File: src/rtl/alu_cmd_driver.sv
// alu_cmd_driver: valid/ready command front end that drives the ALU from registers
// and returns the settled Result/CarryOut over a valid/ready response port.
module alu_cmd_driver #(
    parameter int DATA_W        = 5,
    parameter int OP_W          = 3,
    parameter int SETTLE_CYCLES = 1,
    parameter int CNT_W         = 8
) (
    input  logic              clk,
    input  logic              rst_n,
    input  logic              cmd_valid,
    output logic              cmd_ready,
    input  logic [OP_W-1:0]   cmd_op,
    input  logic [DATA_W-1:0] cmd_a,
    input  logic [DATA_W-1:0] cmd_b,
    output logic [DATA_W-1:0] alu_a,
    output logic [DATA_W-1:0] alu_b,
    output logic [OP_W-1:0]   alu_ctrl,
    input  logic [DATA_W-1:0] alu_result,
    input  logic              alu_carry,
    output logic              rsp_valid,
    input  logic              rsp_ready,
    output logic [DATA_W-1:0] rsp_result,
    output logic              rsp_carry,
    output logic              rsp_err,
    output logic [CNT_W-1:0]  op_count
);
    localparam int SW = $clog2(SETTLE_CYCLES + 1);
    localparam logic [SW-1:0] SETTLE_INIT = SW'(SETTLE_CYCLES);

    typedef enum logic [1:0] {IDLE, DRIVE, RESP} state_t;

    state_t            state_q, state_d;
    logic [DATA_W-1:0] alu_a_q, alu_a_d, alu_b_q, alu_b_d;
    logic [OP_W-1:0]   alu_ctrl_q, alu_ctrl_d;
    logic [SW-1:0]     settle_q, settle_d;
    logic [DATA_W-1:0] rsp_result_q, rsp_result_d;
    logic              rsp_carry_q, rsp_carry_d, rsp_err_q, rsp_err_d;
    logic [CNT_W-1:0]  op_count_q, op_count_d;

    always_comb begin
        state_d      = state_q;
        alu_a_d      = alu_a_q;
        alu_b_d      = alu_b_q;
        alu_ctrl_d   = alu_ctrl_q;
        settle_d     = settle_q;
        rsp_result_d = rsp_result_q;
        rsp_carry_d  = rsp_carry_q;
        rsp_err_d    = rsp_err_q;
        op_count_d   = op_count_q;
        case (state_q)
            IDLE: if (cmd_valid) begin
                if (!cmd_op[OP_W-1]) begin
                    alu_a_d    = cmd_a;
                    alu_b_d    = cmd_b;
                    alu_ctrl_d = cmd_op;
                    settle_d   = SETTLE_INIT;
                    state_d    = DRIVE;
                end else begin
                    rsp_err_d    = 1'b1;
                    rsp_result_d = '0;
                    rsp_carry_d  = 1'b0;
                    state_d      = RESP;
                end
            end
            DRIVE: begin
                settle_d = settle_q - SW'(1);
                if (settle_q == SW'(1)) begin
                    rsp_result_d = alu_result;
                    rsp_carry_d  = alu_carry;
                    rsp_err_d    = 1'b0;
                    state_d      = RESP;
                end
            end
            RESP: if (rsp_ready) begin
                state_d    = IDLE;
                op_count_d = rsp_err_q ? op_count_q : op_count_q + CNT_W'(1);
            end
            default: state_d = IDLE;
        endcase
    end

    always_ff @(posedge clk or negedge rst_n) begin
        if (!rst_n) begin
            state_q      <= IDLE;
            alu_a_q      <= '0;
            alu_b_q      <= '0;
            alu_ctrl_q   <= '0;
            settle_q     <= '0;
            rsp_result_q <= '0;
            rsp_carry_q  <= 1'b0;
            rsp_err_q    <= 1'b0;
            op_count_q   <= '0;
        end else begin
            state_q      <= state_d;
            alu_a_q      <= alu_a_d;
            alu_b_q      <= alu_b_d;
            alu_ctrl_q   <= alu_ctrl_d;
            settle_q     <= settle_d;
            rsp_result_q <= rsp_result_d;
            rsp_carry_q  <= rsp_carry_d;
            rsp_err_q    <= rsp_err_d;
            op_count_q   <= op_count_d;
        end
    end

    assign cmd_ready  = (state_q == IDLE);
    assign rsp_valid  = (state_q == RESP);
    assign alu_a      = alu_a_q;
    assign alu_b      = alu_b_q;
    assign alu_ctrl   = alu_ctrl_q;
    assign rsp_result = rsp_result_q;
    assign rsp_carry  = rsp_carry_q;
    assign rsp_err    = rsp_err_q;
    assign op_count   = op_count_q;
endmodule

File: config.mk
export PLATFORM = sky130hd
export DESIGN_NAME = alu_cmd_driver
export DESIGN_NICKNAME = d
export VERILOG_FILES = /design/src/rtl/alu_cmd_driver.sv
export SDC_FILE = /design/constraint.sdc
export NUM_CORES = 1
export LEC_CHECK = 0
export CORE_MARGIN = 2
export CORE_UTILIZATION = 41
export DETAILED_ROUTE_END_ITERATION = 6
export GPL_TIMING_DRIVEN = 0
export PLACE_DENSITY = 0.8
export SYNTH_ARGS = -nofsm -noshare
export SYNTH_HDL_FRONTEND = slang
export SYNTH_SLANG_ARGS = --single-unit
export TNS_END_PERCENT = 20
File: constraint.sdc
create_clock -name clk -period 1.6 [get_ports clk]
set_clock_uncertainty 0.2 [all_clocks]
set_input_delay 0.24 -clock clk [delete_from_list [all_inputs] [get_ports clk]]
set_output_delay 0.24 -clock clk [all_outputs]
set_load 0.05 [all_outputs]
; ---- Yosys cells after proc, flatten, opt, wreduce, memory -nomap -nowiden
; Cells that the tools add are included.
[op_classes]
n_addsub = 2
n_bitwise = 2
eq_ne = 7
n_mux = 20
reduce_logical = 7
[op_table]
columns = op, n
row1 = 5-bit two-way mux, 3
row2 = 3-bit AND reduction, 4
row3 = 5-bit case mux with 2 select lines, 1
row4 = 8-bit by 1-bit adder with 8-bit output (second input constant), 1
row5 = 1-bit two-way mux, 8
row6 = 2-bit two-way mux, 4
row7 = 2-bit != test (second input constant), 3
row8 = 1-bit case mux with 2 select lines, 3
row9 = 2-bit case mux with 3 select lines, 1
row10 = 2-bit by 1-bit != test with 1-bit output (second input constant), 2
row11 = 4-bit AND reduction, 1
row12 = 2-bit by 1-bit == test with 1-bit output (second input constant), 1
row13 = 2-bit == test (second input constant), 1
row14 = 2-bit zero test, 1
row15 = 1-bit inverter, 2
row16 = 2-bit nonzero test, 1
row17 = 1-bit subtractor (second input constant), 1
[word_totals]
out_inout_bits = 30
inputBits = 23
regBits = 30

; ---- Longest topological paths before layout
[depth]
depth_word = 3
depth_mapped = 5
ltp_nobuf = 4

; ---- Least setup slack after synthesis
; No wires, ideal clock.
[synth_timing]
kind = reg-to-reg
from = reg state_q[0]
to = reg alu_a_q[0] (netlist: alu_a[0])
t_arrival_ps = 1946
required_ps = 1275
path_stages_with_launch = 6
n_path_buf = 2
setup_slack_ps = -671
synth_period_minus_slack_ps = 2271
cell_sequence = dfrtp_1 buf_4 nor2_1 and2_4 buf_6 mux2_2
[synth_via]
elab_chain_cells = 2
[synth_rtl]
columns = element, line_no
row1 = start: declaration, 33  ; state_t state_q, state_d;
row2 = start signal: assignment, 95  ; state_q <= state_d;
row3 = 2-bit zero test, -
row4 = net cmd_ready, 12  ; output logic cmd_ready,
row5 = 3-bit AND reduction (no source line), -
row6 = end signal: assignment, 96  ; alu_a_q <= alu_a_d;
row7 = end: declaration, 34  ; logic [DATA_W-1:0] alu_a_q, alu_a_d, alu_b_q, alu_b_d;
; The timed path passes the listed nets, and every way through them passes these cells.
; A chain may end at the register's enable or synchronous reset.

; ---- Final worst setup path
[layout_timing]
from = reg state_q[1]
to = reg alu_b_q[0] (netlist: alu_b[0])
[layout_via]
elab_chain_cells = 2
[layout_rtl]
columns = element, line_no
row1 = 2-bit zero test, 51  ; case (state_q)
row2 = 3-bit AND reduction (no source line), -
row3 = end signal: assignment, 97  ; alu_b_q <= alu_b_d;
row4 = end: declaration, 34
; No other way between the ends.

==> results.json <==
{
  "routabilityCongestion": 0.799,
  "syn_nets": 119,
  "chipHeight_um": 59.4,
  "largest_family_of_logic_cells_by_synthesized_area": "multiplexers",
  "clock_sinks": 30,
  "detail_route.vias_per_cell": 5.01,
  "clk-insertion-delay-late_ns": 0.32,
  "cts_tree": "built",
  "failed_checks": "negative setup slack",
  "gr-usage-all-layers_pct": 17.2,
  "sequentialPowerShare_pct": 31.5,
  "final.min_clock_period_ns": 1.64,
  "number_of_buffers_inserted_during_clock_tree_synthesis": 5,
  "effective_utilization_at_floorplan_pct": 42.3,
  "worst_hold_slack_ns": 0.279,
  "synth_compound_area_share_pct": 7.55,
  "dp_cells": 179,
  "setup_viol_count_final": 11,
  "antenna_left": 0,
  "vias": 942,
  "die_footprint_um2": 3530,
  "instances_no_fill": 188,
  "cp-start-kind": "flop",
  "status": "finished, violations left",
  "max-vdd-ir-drop_mv": 1.25,
  "grt_max_degree": 31,
  "first_global_vias": 948,
  "power.share.combinational_pct": 58.6,
  "hold_path_class": "in2async",
  "worst_slew_margin_rel_pct": 56.5,
  "critical_path_required_ns": 1.61,
  "io_buffers": 51,
  "firstDrtPassIters": 4,
  "totalWireLength_um": 2750,
  "nets": 179,
  "synth_area_um2": 1260,
  "synth_sequential_area_ratio_pct": 59.6,
  "synth_simple_gate_area_share_pct": 11.2,
  "antenna_violations_before_repair": 0,
  "yosys.cell_types.count": 29,
  "cts_htree_levels": 2,
  "dpl_worst_slack_ns": -0.425,
  "clock.fmax_mhz": 611,
  "total_switching_power_uw": 1940,
  "timing.final.hold_violations": 0,
  "fillers": 251,
  "finalCoreUtilization_pct": 65.2,
  "register_area_um2": 752,
  "syn_to_final_growth_pct": 54.2,
  "power-per-cell-area_nw_per_um2": 2090,
  "netSwitchingFraction_pct": 47.8,
  "antennaDiodeCount": 0,
  "post_route_cells_drive_above_1_share_pct": 38.1,
  "area_occupied_by_multi_input_gates_um2": 507,
  "syn_area_per_cell_um2": 13.2,
  "yosys_warnings": 0,
  "share_clk_of_total_power_pct": 9.9,
  "design_area_um2": 1940,
  "synth-seq-cells": 30,
  "synth_cells": 95,
  "grt_pass1_wl_um": 4310,
  "post_synth_fa_ha_maj_area_fraction_pct": 0.994,
  "max_cap_viol_count": 0,
  "synth_mux_area_share_pct": 11.5,
  "fp.coreArea_um2": 2980,
  "clockBufferDepth": 2,
  "pin_count": 53,
  "critical_path.endpoint_type": "flop",
  "die_width_um": 59.4,
  "dpl.hpwl_um": 2030,
  "global_route.overflow_total": 0,
  "p_int_uw": 2110,
  "finalWorstSetupSlack_ns": -0.0375,
  "clk_pin_slew_ns": 0.09,
  "worst_slew_pin_slew_ns": 0.653,
  "dr.first_iter.drc_count": 15,
  "path_class": "reg2reg",
  "report.final.slew_viol_count": 0,
  "rows": 20,
  "grt_setup_unrepaired": "yes",
  "power.leakage_uw": 0.000901,
  "synthXorXnorAreaFrac_pct": 4.87,
  "worstPathArrival_ns": 1.64,
  "critical_path.max_fanout": 10,
  "cts-root-buf": "sky130_fd_sc_hd__clkbuf_4",
  "post_dp_cell_area_um2": 1860,
  "final.period_utilization_pct": 102,
  "post_dr_wirelength_cell_um": 14.6,
  "drt_drc_violations_left": 0
}
==> flip-flops by register name, summed over array words and instances (netlist names) <==
register and count:
alu_a 5, alu_b 5, alu_ctrl 2, op_count 8, rsp_carry 1, rsp_err 1, rsp_result 5, settle_q 1
state_q 2
==> worst max-delay path, cell delays in order (launching register included) <==
cell and delay [ns]:
sky130_fd_sc_hd__dfrtp_2 0.46, sky130_fd_sc_hd__buf_12 0.14, sky130_fd_sc_hd__nor2_4 0.09, sky130_fd_sc_hd__and2_4 0.18, sky130_fd_sc_hd__buf_12 0.14, sky130_fd_sc_hd__mux2_4 0.30
==> metal layers <==
| layer | vias up | track usage (%) | share of wire [%] |
|---|---|---|---|
| li1 | 451 | - | - |
| met5 | - | 0 | 0 |
| met4 | 0 | 8.44 | 0.84 |
| met1 | 454 | 19.8 | 42 |
| met2 | 35 | 26.7 | 50 |
| met3 | 2 | 8.08 | 7.4 |
==> synthesized netlist by cell type, drive strengths merged <==
cell type	instances	area [µm²]
nor3	2	10.0
and2	1	8.76
buf	4	37.5
xnor2	3	26.3
nand3b	1	7.51
clkbuf	1	3.75
nor2	4	15.0
nor4	1	21.3
nand4	1	6.26
nor2b	1	6.26
a31oi	1	6.26
a22o	6	52.6
a21o	1	8.76
mux2	12	135
conb	1	3.75
a21oi	1	5.00
and3	1	6.26
ha	1	12.5
xor2	4	35.0
o31ai	1	7.51
nand3	2	10.0
nand4bb	1	11.3
nand2	7	26.3
mux2i	1	10.0
inv	2	7.51
and4bb	1	12.5
dfrtp	30	751
o21ai	3	15.0
==> logic make-up (layout without fill, tap and decap cells) <==
family | Yosys count | count (layout)
AO/OA/AOI/OAI | 13 | 13
XOR/XNOR | 7 | 7
adder cells (fa/ha/maj) | 1 | 1
buffers and inverters | 7 | 67
flip-flops | 30 | 30
multiplexers | 13 | 13
other | 1 | 1
AND/OR/NAND/NOR | 23 | 23
==> metrics by stage <==
stage	power, µW	TNS [ns]
finish	4050	-0.322
global route	4250	-0.857
CTS	4030	-0.0734
detailed placement	3690	-17.88
global placement	3640	-15.22
floorplan	2890	-2.08
==> layout by cell type (no fill, tap or decap), types with 2 or more instances in the layout <==
master | netlist | routed
sky130_fd_sc_hd__buf_6 | 2 | 4
sky130_fd_sc_hd__nand3_1 | 2 | 2
sky130_fd_sc_hd__clkdlybuf4s15_2 | 0 | 21
sky130_fd_sc_hd__xnor2_1 | 3 | 3
sky130_fd_sc_hd__xor2_1 | 4 | 4
sky130_fd_sc_hd__clkbuf_4 | 0 | 5
sky130_fd_sc_hd__dfrtp_1 | 30 | 29
sky130_fd_sc_hd__mux2_2 | 12 | 2
sky130_fd_sc_hd__nand2_1 | 7 | 7
sky130_fd_sc_hd__a22o_1 | 6 | 6
sky130_fd_sc_hd__nor2_1 | 4 | 2
sky130_fd_sc_hd__buf_12 | 0 | 2
sky130_fd_sc_hd__o21ai_0 | 3 | 3
sky130_fd_sc_hd__clkbuf_1 | 1 | 3
sky130_fd_sc_hd__inv_1 | 2 | 2
sky130_fd_sc_hd__mux2_4 | 0 | 10
sky130_fd_sc_hd__nor3_1 | 2 | 2
sky130_fd_sc_hd__buf_2 | 0 | 7
sky130_fd_sc_hd__clkdlybuf4s50_1 | 0 | 21
==> power groups by stage <==
stage                     Combinational, µW  Sequential, µW  Clock, µW
after floorplan                         670            2220          0
after global placement                 2370            1270          0
after detailed placement               2400            1290          0
after CTS                              2330            1280        418
after global routing                   2470            1320        462
final                                  2370            1270        400
==> cell type report <==
type	count	share of cell area (%)
buffer	5	2.77
clock buffer	7	2.32
inverter	2	0.387
multi-input combinational	58	26.1
sequential	30	38.7
tap	33	2.13
timing repair buffer	53	27.5
==> what timing repair did <==
item	in CTS	in global routing
hold buffers	0	1
endpoints found under the setup margin	67	17
endpoints found under the hold margin	0	30
gates resized for setup	99	12
buffers inserted	0	1
cloned	0	0
==> worst paths after layout <==
path | startpoint | endpoint | slack [ns] | cells after the start
worst max-delay path | state_q[1] | alu_b[0] | -0.04 | 5
worst min-delay path | rst_n | op_count[7] | 0.28 | 2
worst max register to register | state_q[1] | alu_b[0] | -0.04 | 5
worst min register to register | op_count[7] | op_count[7] | 0.28 | 1
max in group asynchronous | rst_n | state_q[1] | 0.46 | 2
min in group clk | op_count[7] | op_count[7] | 0.28 | 1
No activity file was read; power rests on OpenSTA's default activity.
